--- src/rtl/mmu_pkg.sv ---
// Shared types and constants for the memory-side read path.
// Latency: n/a (declarations only).
// Backpressure: n/a (declarations only).
package mmu_pkg;

    // Arbiter FSM states
    typedef enum logic [2:0] {
        IDLE = 3'd0,
        AR_I = 3'd1,
        AR_D = 3'd2,
        R_I  = 3'd3,
        R_D  = 3'd4
    } state_t;

    // Beats per cache-line burst
    localparam int BURST_LEN_DEF = 16;

    // AXI burst types
    localparam logic [1:0] BURST_FIXED = 2'd0;
    localparam logic [1:0] BURST_INCR  = 2'd1;

    // AXI arlen for a request: single-beat reads use length 0
    function automatic logic [7:0] calc_arlen(input logic single, input int burst_len);
        return single ? 8'd0 : 8'(burst_len - 1);
    endfunction

endpackage

--- src/rtl/axi_rd_prio.sv ---
// Grant selection between inst and data requesters with inst anti-starvation.
// Latency: pick_d is combinational; data_run updates on the grant edge.
// Backpressure: none; grant_en qualifies when a pick is consumed.
//
// Ports:
//   clk, rst      clock, synchronous active-high reset
//   i_vld, d_vld  request valids from the inst / data masters
//   grant_en      high when the arbiter is taking a decision this cycle
//   pick_d        1 = data wins, 0 = inst wins (only meaningful if a valid is high)
module axi_rd_prio #(
    parameter int MAX_DATA_RUN = 2
) (
    input  logic clk,
    input  logic rst,
    input  logic i_vld,
    input  logic d_vld,
    input  logic grant_en,
    output logic pick_d
);

    // +2 keeps the counter at least one bit wide even for MAX_DATA_RUN=0
    localparam int RW = $clog2(MAX_DATA_RUN + 2);
    localparam logic [RW-1:0] RUN_MAX = RW'(MAX_DATA_RUN);

    logic [RW-1:0] data_run;
    logic          starve;

    assign starve = (data_run >= RUN_MAX);
    assign pick_d = d_vld && !(i_vld && starve);

    // Only data grants that actually made inst wait count toward the run
    always_ff @(posedge clk) begin
        if (rst) begin
            data_run <= '0;
        end else if (grant_en && (i_vld || d_vld)) begin
            if (!pick_d) begin
                data_run <= '0;
            end else if (i_vld && !starve) begin
                data_run <= data_run + 1'b1;
            end
        end
    end

endmodule

--- src/rtl/axi_rd_arbiter.sv ---
// Two-master (inst/data) arbiter onto a single AXI read port, one burst in flight.
// Latency: request seen in IDLE -> arvalid next cycle; R data routed combinationally.
// Backpressure: req_ready mirrors arready for the granted master; rready is always 1.
//
// Ports:
//   clk, rst                      clock, synchronous active-high reset
//   i_req_* / i_r*                inst request and read-return channel
//   d_req_* / d_r*                data request and read-return channel
//   ar* / r*                      AXI AR and R channels toward memory
//   busy                          high whenever the FSM is not IDLE
//   len_err                       one-cycle pulse, cycle after a length mismatch or stray beat
module axi_rd_arbiter
    import mmu_pkg::*;
#(
    parameter int BURST_LEN    = BURST_LEN_DEF,
    parameter int MAX_DATA_RUN = 2
) (
    input  logic        clk,
    input  logic        rst,
    input  logic        i_req_valid,
    input  logic [31:0] i_req_addr,
    input  logic        i_req_single,
    output logic        i_req_ready,
    output logic [31:0] i_rdata,
    output logic        i_rvalid,
    output logic        i_rlast,
    input  logic        d_req_valid,
    input  logic [31:0] d_req_addr,
    input  logic        d_req_single,
    output logic        d_req_ready,
    output logic [31:0] d_rdata,
    output logic        d_rvalid,
    output logic        d_rlast,
    output logic [31:0] araddr,
    output logic [7:0]  arlen,
    output logic [1:0]  arburst,
    output logic        arvalid,
    input  logic        arready,
    input  logic [31:0] rdata,
    input  logic        rvalid,
    input  logic        rlast,
    output logic        rready,
    output logic        busy,
    output logic        len_err
);

    state_t      state, state_nxt;
    logic        pick_d;
    logic        in_idle;
    logic        in_r;
    logic        ar_hs;
    logic [7:0]  exp_len;
    logic [8:0]  beat_cnt;
    logic [8:0]  beat_num;
    logic [8:0]  beat_tot;

    assign in_idle  = (state == IDLE);
    assign in_r     = (state == R_I) || (state == R_D);
    assign ar_hs    = arvalid && arready;
    assign beat_num = beat_cnt + 9'd1;
    assign beat_tot = {1'b0, exp_len} + 9'd1;
    assign rready   = 1'b1;
    assign busy     = !in_idle;

    axi_rd_prio #(
        .MAX_DATA_RUN (MAX_DATA_RUN)
    ) u_prio (
        .clk      (clk),
        .rst      (rst),
        .i_vld    (i_req_valid),
        .d_vld    (d_req_valid),
        .grant_en (in_idle),
        .pick_d   (pick_d)
    );

    // State register
    always_ff @(posedge clk) begin
        if (rst) begin
            state <= IDLE;
        end else begin
            state <= state_nxt;
        end
    end

    // Next-state logic
    always_comb begin
        state_nxt = state;
        case (state)
            IDLE: begin
                if (i_req_valid || d_req_valid) begin
                    state_nxt = pick_d ? AR_D : AR_I;
                end
            end
            // A requester dropping valid before the handshake abandons the grant
            AR_I: begin
                if (!i_req_valid)  state_nxt = IDLE;
                else if (arready)  state_nxt = R_I;
            end
            AR_D: begin
                if (!d_req_valid)  state_nxt = IDLE;
                else if (arready)  state_nxt = R_D;
            end
            // Only rlast ends the burst, even if the beat count already overran
            R_I, R_D: begin
                if (rvalid && rlast) state_nxt = IDLE;
            end
            default: state_nxt = IDLE;
        endcase
    end

    // Output logic
    always_comb begin
        araddr      = '0;
        arlen       = '0;
        arburst     = '0;
        arvalid     = 1'b0;
        i_req_ready = 1'b0;
        d_req_ready = 1'b0;
        i_rdata     = '0;
        i_rvalid    = 1'b0;
        i_rlast     = 1'b0;
        d_rdata     = '0;
        d_rvalid    = 1'b0;
        d_rlast     = 1'b0;
        case (state)
            AR_I: begin
                araddr      = i_req_addr;
                arlen       = calc_arlen(i_req_single, BURST_LEN);
                arburst     = i_req_single ? BURST_FIXED : BURST_INCR;
                arvalid     = i_req_valid;
                i_req_ready = arready;
            end
            AR_D: begin
                araddr      = d_req_addr;
                arlen       = calc_arlen(d_req_single, BURST_LEN);
                arburst     = d_req_single ? BURST_FIXED : BURST_INCR;
                arvalid     = d_req_valid;
                d_req_ready = arready;
            end
            R_I: begin
                i_rdata  = rdata;
                i_rvalid = rvalid;
                i_rlast  = rlast;
            end
            R_D: begin
                d_rdata  = rdata;
                d_rvalid = rvalid;
                d_rlast  = rlast;
            end
            default: ;
        endcase
    end

    // Burst length tracking and error pulse
    always_ff @(posedge clk) begin
        if (rst) begin
            exp_len  <= '0;
            beat_cnt <= '0;
            len_err  <= 1'b0;
        end else begin
            len_err <= 1'b0;
            if (ar_hs) begin
                exp_len  <= arlen;
                beat_cnt <= '0;
            end
            if (rvalid) begin
                if (in_r) begin
                    // Saturate so a runaway burst can't wrap back to a "good" count
                    if (!(&beat_cnt)) beat_cnt <= beat_num;
                    if (rlast) begin
                        len_err <= (beat_num != beat_tot);
                    end else if (beat_num == beat_tot) begin
                        len_err <= 1'b1;
                    end
                end else begin
                    // Stray beat: not routed anywhere, flagged
                    len_err <= 1'b1;
                end
            end
        end
    end

endmodule

--- config.mk ---
export PLATFORM = sky130hd
export DESIGN_NAME = axi_rd_arbiter
export DESIGN_NICKNAME = d
export VERILOG_FILES = /design/src/rtl/mmu_pkg.sv /design/src/rtl/axi_rd_prio.sv /design/src/rtl/axi_rd_arbiter.sv
export SDC_FILE = /design/constraint.sdc
export NUM_CORES = 1
export LEC_CHECK = 0
export ABC_CLOCK_PERIOD_IN_PS = 6700
export CORE_AREA = 2 2 86 88
export DETAILED_ROUTE_END_ITERATION = 6
export DIE_AREA = 0 0 88 90
export GPL_TIMING_DRIVEN = 0
export PLACE_DENSITY = 0.81
export SLEW_MARGIN = 30
export SYNTH_ARGS = -nofsm -noshare
export SYNTH_HDL_FRONTEND = slang
export SYNTH_SLANG_ARGS = --single-unit
--- constraint.sdc ---
create_clock -name clk -period 6.7 [get_ports clk]
set_input_delay 1.005 -clock clk [delete_from_list [all_inputs] [get_ports clk]]
set_output_delay 1.005 -clock clk [all_outputs]
set_load 0.005 [all_outputs]
Yosys cells after proc, flatten, opt, wreduce, memory -nomap -nowiden
Cells that the tools add are included.
{"block": "totals", "reg_bits": 23, "latch_bits": 0, "mem_bits_rw": 0, "romBits": 0, "mem_count": 0}
{"block": "classes", "add_sub_neg": 3, "n_mul": 0, "div": 0, "magnitude_cmp": 1, "n_eq_ne": 11, "shifts": 0, "n_mux": 33, "bitwise": 1, "n_reduce_logical": 17}
{"operator": "32-bit 2-to-1 mux", "n": 2}
{"operator": "32-bit case mux with 2 select lines", "n": 1}
{"operator": "9-bit 2-to-1 mux", "n": 4}
{"operator": "3-bit 2-to-1 mux", "n": 6}
{"operator": "3-bit case mux with 4 select lines", "n": 1}
{"operator": "1-bit 2-to-1 mux", "n": 11}
{"operator": "8-bit by 1-bit adder with 9-bit output, second input constant", "n": 1}
{"operator": "9-bit by 1-bit adder with 9-bit output, second input constant", "n": 1}
{"operator": "9-bit == test", "n": 1}
{"operator": "9-bit inequality test", "n": 1}
{"operator": "9-bit AND reduction", "n": 1}
{"operator": "4-bit 2-to-1 mux", "n": 2}
{"operator": "4-bit case mux with 2 select lines", "n": 1}
{"operator": "3-bit by 2-bit == test with 1-bit output, second input constant", "n": 2}
{"operator": "1-bit logical AND", "n": 6}
{"operator": "2-bit 2-to-1 mux", "n": 3}
{"operator": "3-bit inequality test, second input constant", "n": 2}
{"operator": "2-bit by 1-bit inequality test with 1-bit output, second input constant", "n": 2}
{"operator": "1-bit case mux with 2 select lines", "n": 2}
{"operator": "4-bit AND reduction", "n": 1}
{"operator": "2-bit OR reduction", "n": 2}
{"operator": "3-bit by 1-bit == test with 1-bit output, second input constant", "n": 1}
{"operator": "3-bit == test, second input constant", "n": 1}
{"operator": "1-bit zero test", "n": 3}
{"operator": "7 further kinds", "n": 8}

Longest topological paths before layout
{"block": "depth", "word_depth": 7, "mapped_depth": 10}

Modules after synthesis
From an unflattened synthesis, not the netlist that was laid out.
{"block": "unflattened", "cells_unflattened": 260, "hier_area_um2": 1868.0}
{"module": "axi_rd_arbiter", "n_inst": 1, "cells_each": 249, "area_per_inst_um2": 1769.2, "seq_area_each_um2": 280.3}
{"module": "axi_rd_prio", "n_inst": 1, "cells_each": 11, "area_per_inst_um2": 98.8, "seq_area_each_um2": 40.0}

Worst setup path before layout
OpenSTA, ideal clock, no wires.
{"block": "synth_path", "path_kind": "register -> output", "startpoint": "register state[1]", "endpoint": "output arlen[0]", "arrival_ns": 1.559, "required_ns": 5.695, "setup_slack_ns": 4.136, "stages_incl_launch_ff": 6, "n_path_buf": 2, "cell_sequence": "dfxtp_1 > buf_2 > nor3b_1 > inv_1 > o22ai_1 > buf_4"}
{"block": "synth_via", "elab_chain_cells": 2}
{"item": "start, declared", "line_no": "axi_rd_arbiter.sv:47", "source": "state_t state, state_nxt;"}
{"item": "start signal, assigned", "line_no": "axi_rd_arbiter.sv:81", "source": "state <= state_nxt;"}
{"item": "3-bit by 2-bit == test with 1-bit output / 3-bit by 1-bit == test with 1-bit output (equally long branches)", "line_no": "axi_rd_arbiter.sv:125", "source": "case (state)"}
{"item": "4-bit case mux with 2 select lines *", "line_no": "axi_rd_arbiter.sv:125"}
{"item": "end, declared", "line_no": "axi_rd_arbiter.sv:35", "source": "output logic [7:0] arlen,"}
Every way passes the cells marked *; elsewhere a longest branch is shown, timed or not.

Worst setup path in the final report
{"block": "layout_path", "startpoint": "register state[1]", "endpoint": "output arlen[3]"}
Same word-level chain as after synthesis.

==> results.md <==
* Outcome: complete, no violations
* Worst slew pin tran at 755 ps
* Final Cycle Share at 56.2%
* Crit path DAT at 2760 ps
* Syn Area/Cell at 7.32 sq um
* Maximum clock insertion buffer count at 2
* Internal at 0.000483 W
* Die footprint at 0.00792 sq mm
* Top cell type's share of synthesized area at 23.4%
* Post-Place Worst Slack at 2940 ps
* TritonCTS Buffers at 3
* Top cells by area, synth: and2_1, dfxtp_1, a22o_1
* Initial DRT Pass Iterations at 4
* Initial antenna violation count at 7
* Post-cts resize count at 0
* Period minus WS final at 3770 ps
* First-pass GRT wire length at 13600 um
* Clk slew on worst S/H paths at 70 ps
* Most frequent cell after synthesis: and2_1
* Hold Slack at 528 ps
* Unrepaired setup endpoints after global routing: no
* Setup_tns at 0 ps
* Ports at 221
* Area Growth Syn to Fin at 127%
* Pwr Density at 175 mW/mm^2
* GRT Util Overall at 22.2%
* Ys async rst share at 0%
* Total grt overflow at 0
* Max Cap Viol at 0
* Worst-skew pair later-pin latency at 260 ps
* Antenna viol nets, final at 0
* Setup CP Type: flop to output pin
* Drt drc at 0
* Syn. warnings at 0
* Cell count after synthesis at 252
* Setup bufs post-CTS at 0
* # nets final at 583
* Dpl cell area at 0.00413 sq mm
* Row count at 31
* Hold_buf cts at 0
* Seq/Total Area, Yosys at 17.4%
* Switching share of power at 34.2%
* Setup-failing EPs final at 0
* Die Wd at 88 um
* Yosys reg bits at 16
* Clock share of power at 11.9%
* Synthesized area at 0.00185 sq mm
* Final slew viol count at 0
* Total Routed Length at 9270 um
* Psw at 0.000251 W
* Final HPWL DP at 8260 um
* Routed wire per std cell at 16.0 um
* Post-synth EDFFs at 0
* Post-synth cell types at 40
* WP data required at 5690 ps
* Vias at 2637
* Crit path max fanout at 8
* Starting Density at 26.3%
* Die Ht at 90 um
* Design area at 0.00419 sq mm
* Share of cells above drive strength 1 at 4.64%
* Vias per cell at 4.56
* Clock Tree Root: clkbuf_8
* Leakage at 1.64 nW
* Final Wtd Congestion at 0.917
* Final Core Density at 59.7%
* Combinational share of power at 73.3%
* DR iter-0 viols at 74
* CTS H-tree depth at 1
* Worst clock skew at 4.48 ps
* Fin worst setup slack at 2930 ps
* CTS tree: built
* Fmax at 265 MHz
* Top cell type by total area after synthesis: and2_1
* Main synth FF type: dfxtp_1
* Core region area at 0.00702 sq mm
* Worst hold path class: flop to flop
* Sequential Power Share at 14.7%
* I/O Buffers at 214
* Peak supply drop at 94.7 uV
* Top cells by count, synth: and2_1, a22o_1, dfxtp_1, nor2_1
* Critical Path End Type: output pin
* Hold Fails Final Rpt at 0
* Largest net degree at the start of global routing at 11
* Slew HR at 49.6%
* Clk sink count at 16
* Number of global-route vias before repair at 2525
* Crit path launch type: flop
## state kept, by name, indices dropped and copies added, names as in the netlist
register,cells
state,3
beat_cnt,9
exp_len,1
len_err,1
u_prio.data_run,2
## critical path, cell delays in order (launching register included)
cell and delay [ps]:
dfxtp_1 310, buf_2 170, nor3b_1 640, inv_1 130, o22ai_1 550, buf_4 210, clkdlybuf4s50_1 490
## path summary, 6_finish.rpt
path / cells after the start / to / start / slack (ps)
setup / recovery: 6 / arlen[3] / state[1] / 2930
hold / removal: 2 / beat_cnt[8] / beat_cnt[8] / 530
setup reg to reg: 10 / beat_cnt[6] / beat_cnt[0] / 4280
hold reg to reg: 2 / beat_cnt[8] / beat_cnt[8] / 530
## cell usage in the layout (no fill, tap or decap), drive strengths merged, types with 2 or more instances in the layout
cell type      Yosys  routed
and2              69      69
nor3               5       5
and4               2       2
nor3b              3       3
a211oi             2       2
clkdlybuf4s50      0     214
inv                6       6
a21oi             14      14
nand3              5       5
a22o              32      32
a311oi             2       2
nor2              16      16
conb               2       6
buf               15      15
and3b              2       2
ha                 3       3
dfxtp             16      16
a22oi              4       4
xnor2              4       4
nand2              8       8
o21ai              6       6
nand3b             6       6
clkbuf            13      17
diode              0       5
and3               5       5
## final cells by class
type / instances / area (sq um)
timing repair buffer: 214 / 2140
buffer: 28 / 161
antenna: 5 / 12.5
inverter: 6 / 22.5
fill: 645 / 2830
clock buffer: 4 / 55.1
multi-input combinational: 206 / 1360
sequential: 16 / 320
tap: 99 / 124
## kinds of logic after synthesis
| group | count (synthesis) | share of synthesized area (%) |
|---|---|---|
| and+or+nand+nor | 126 | 40.7 |
| AOI/OAI and AO/OA | 65 | 26.6 |
| buffers and inverters | 34 | 9.97 |
| DFF | 16 | 17.4 |
| xor gates and xnor gates | 5 | 2.37 |
| adders and majority gates | 3 | 2.03 |
| other | 2 | 0.407 |
| muxes | 1 | 0.542 |
## power groups by stage
stage / logic (W) / clock network (W) / registers, W
detailed placement: 0.000540 / 0 / 0.000110
global placement: 0.000533 / 0 / 0.000110
floorplan: 0.000224 / 0 / 0.000109
finish: 0.000538 / 0.0000876 / 0.000108
global route: 0.000578 / 0.0000932 / 0.000109
CTS: 0.000542 / 0.0000887 / 0.000108
## stage by stage
step | total power (W) | cells
2_1_floorplan | 0.000333 | 256
3_3_place_gp | 0.000642 | 569
3_5_place_dp | 0.000650 | 569
4_1_cts | 0.000739 | 573
5_1_grt | 0.000780 | 574
6_report | 0.000734 | 578
## per-layer routing
| metal | vias up | global-route usage [%] | share of wire, % |
|---|---|---|---|
| li1 | 1328 | - | - |
| met1 | 1155 | 24.4 | 38 |
| met2 | 126 | 35.2 | 44 |
| met3 | 22 | 14.4 | 15 |
| met4 | 6 | 6.03 | 2.3 |
| met5 | - | 0 | 0.44 |
(Power assumes the default switching activity.)
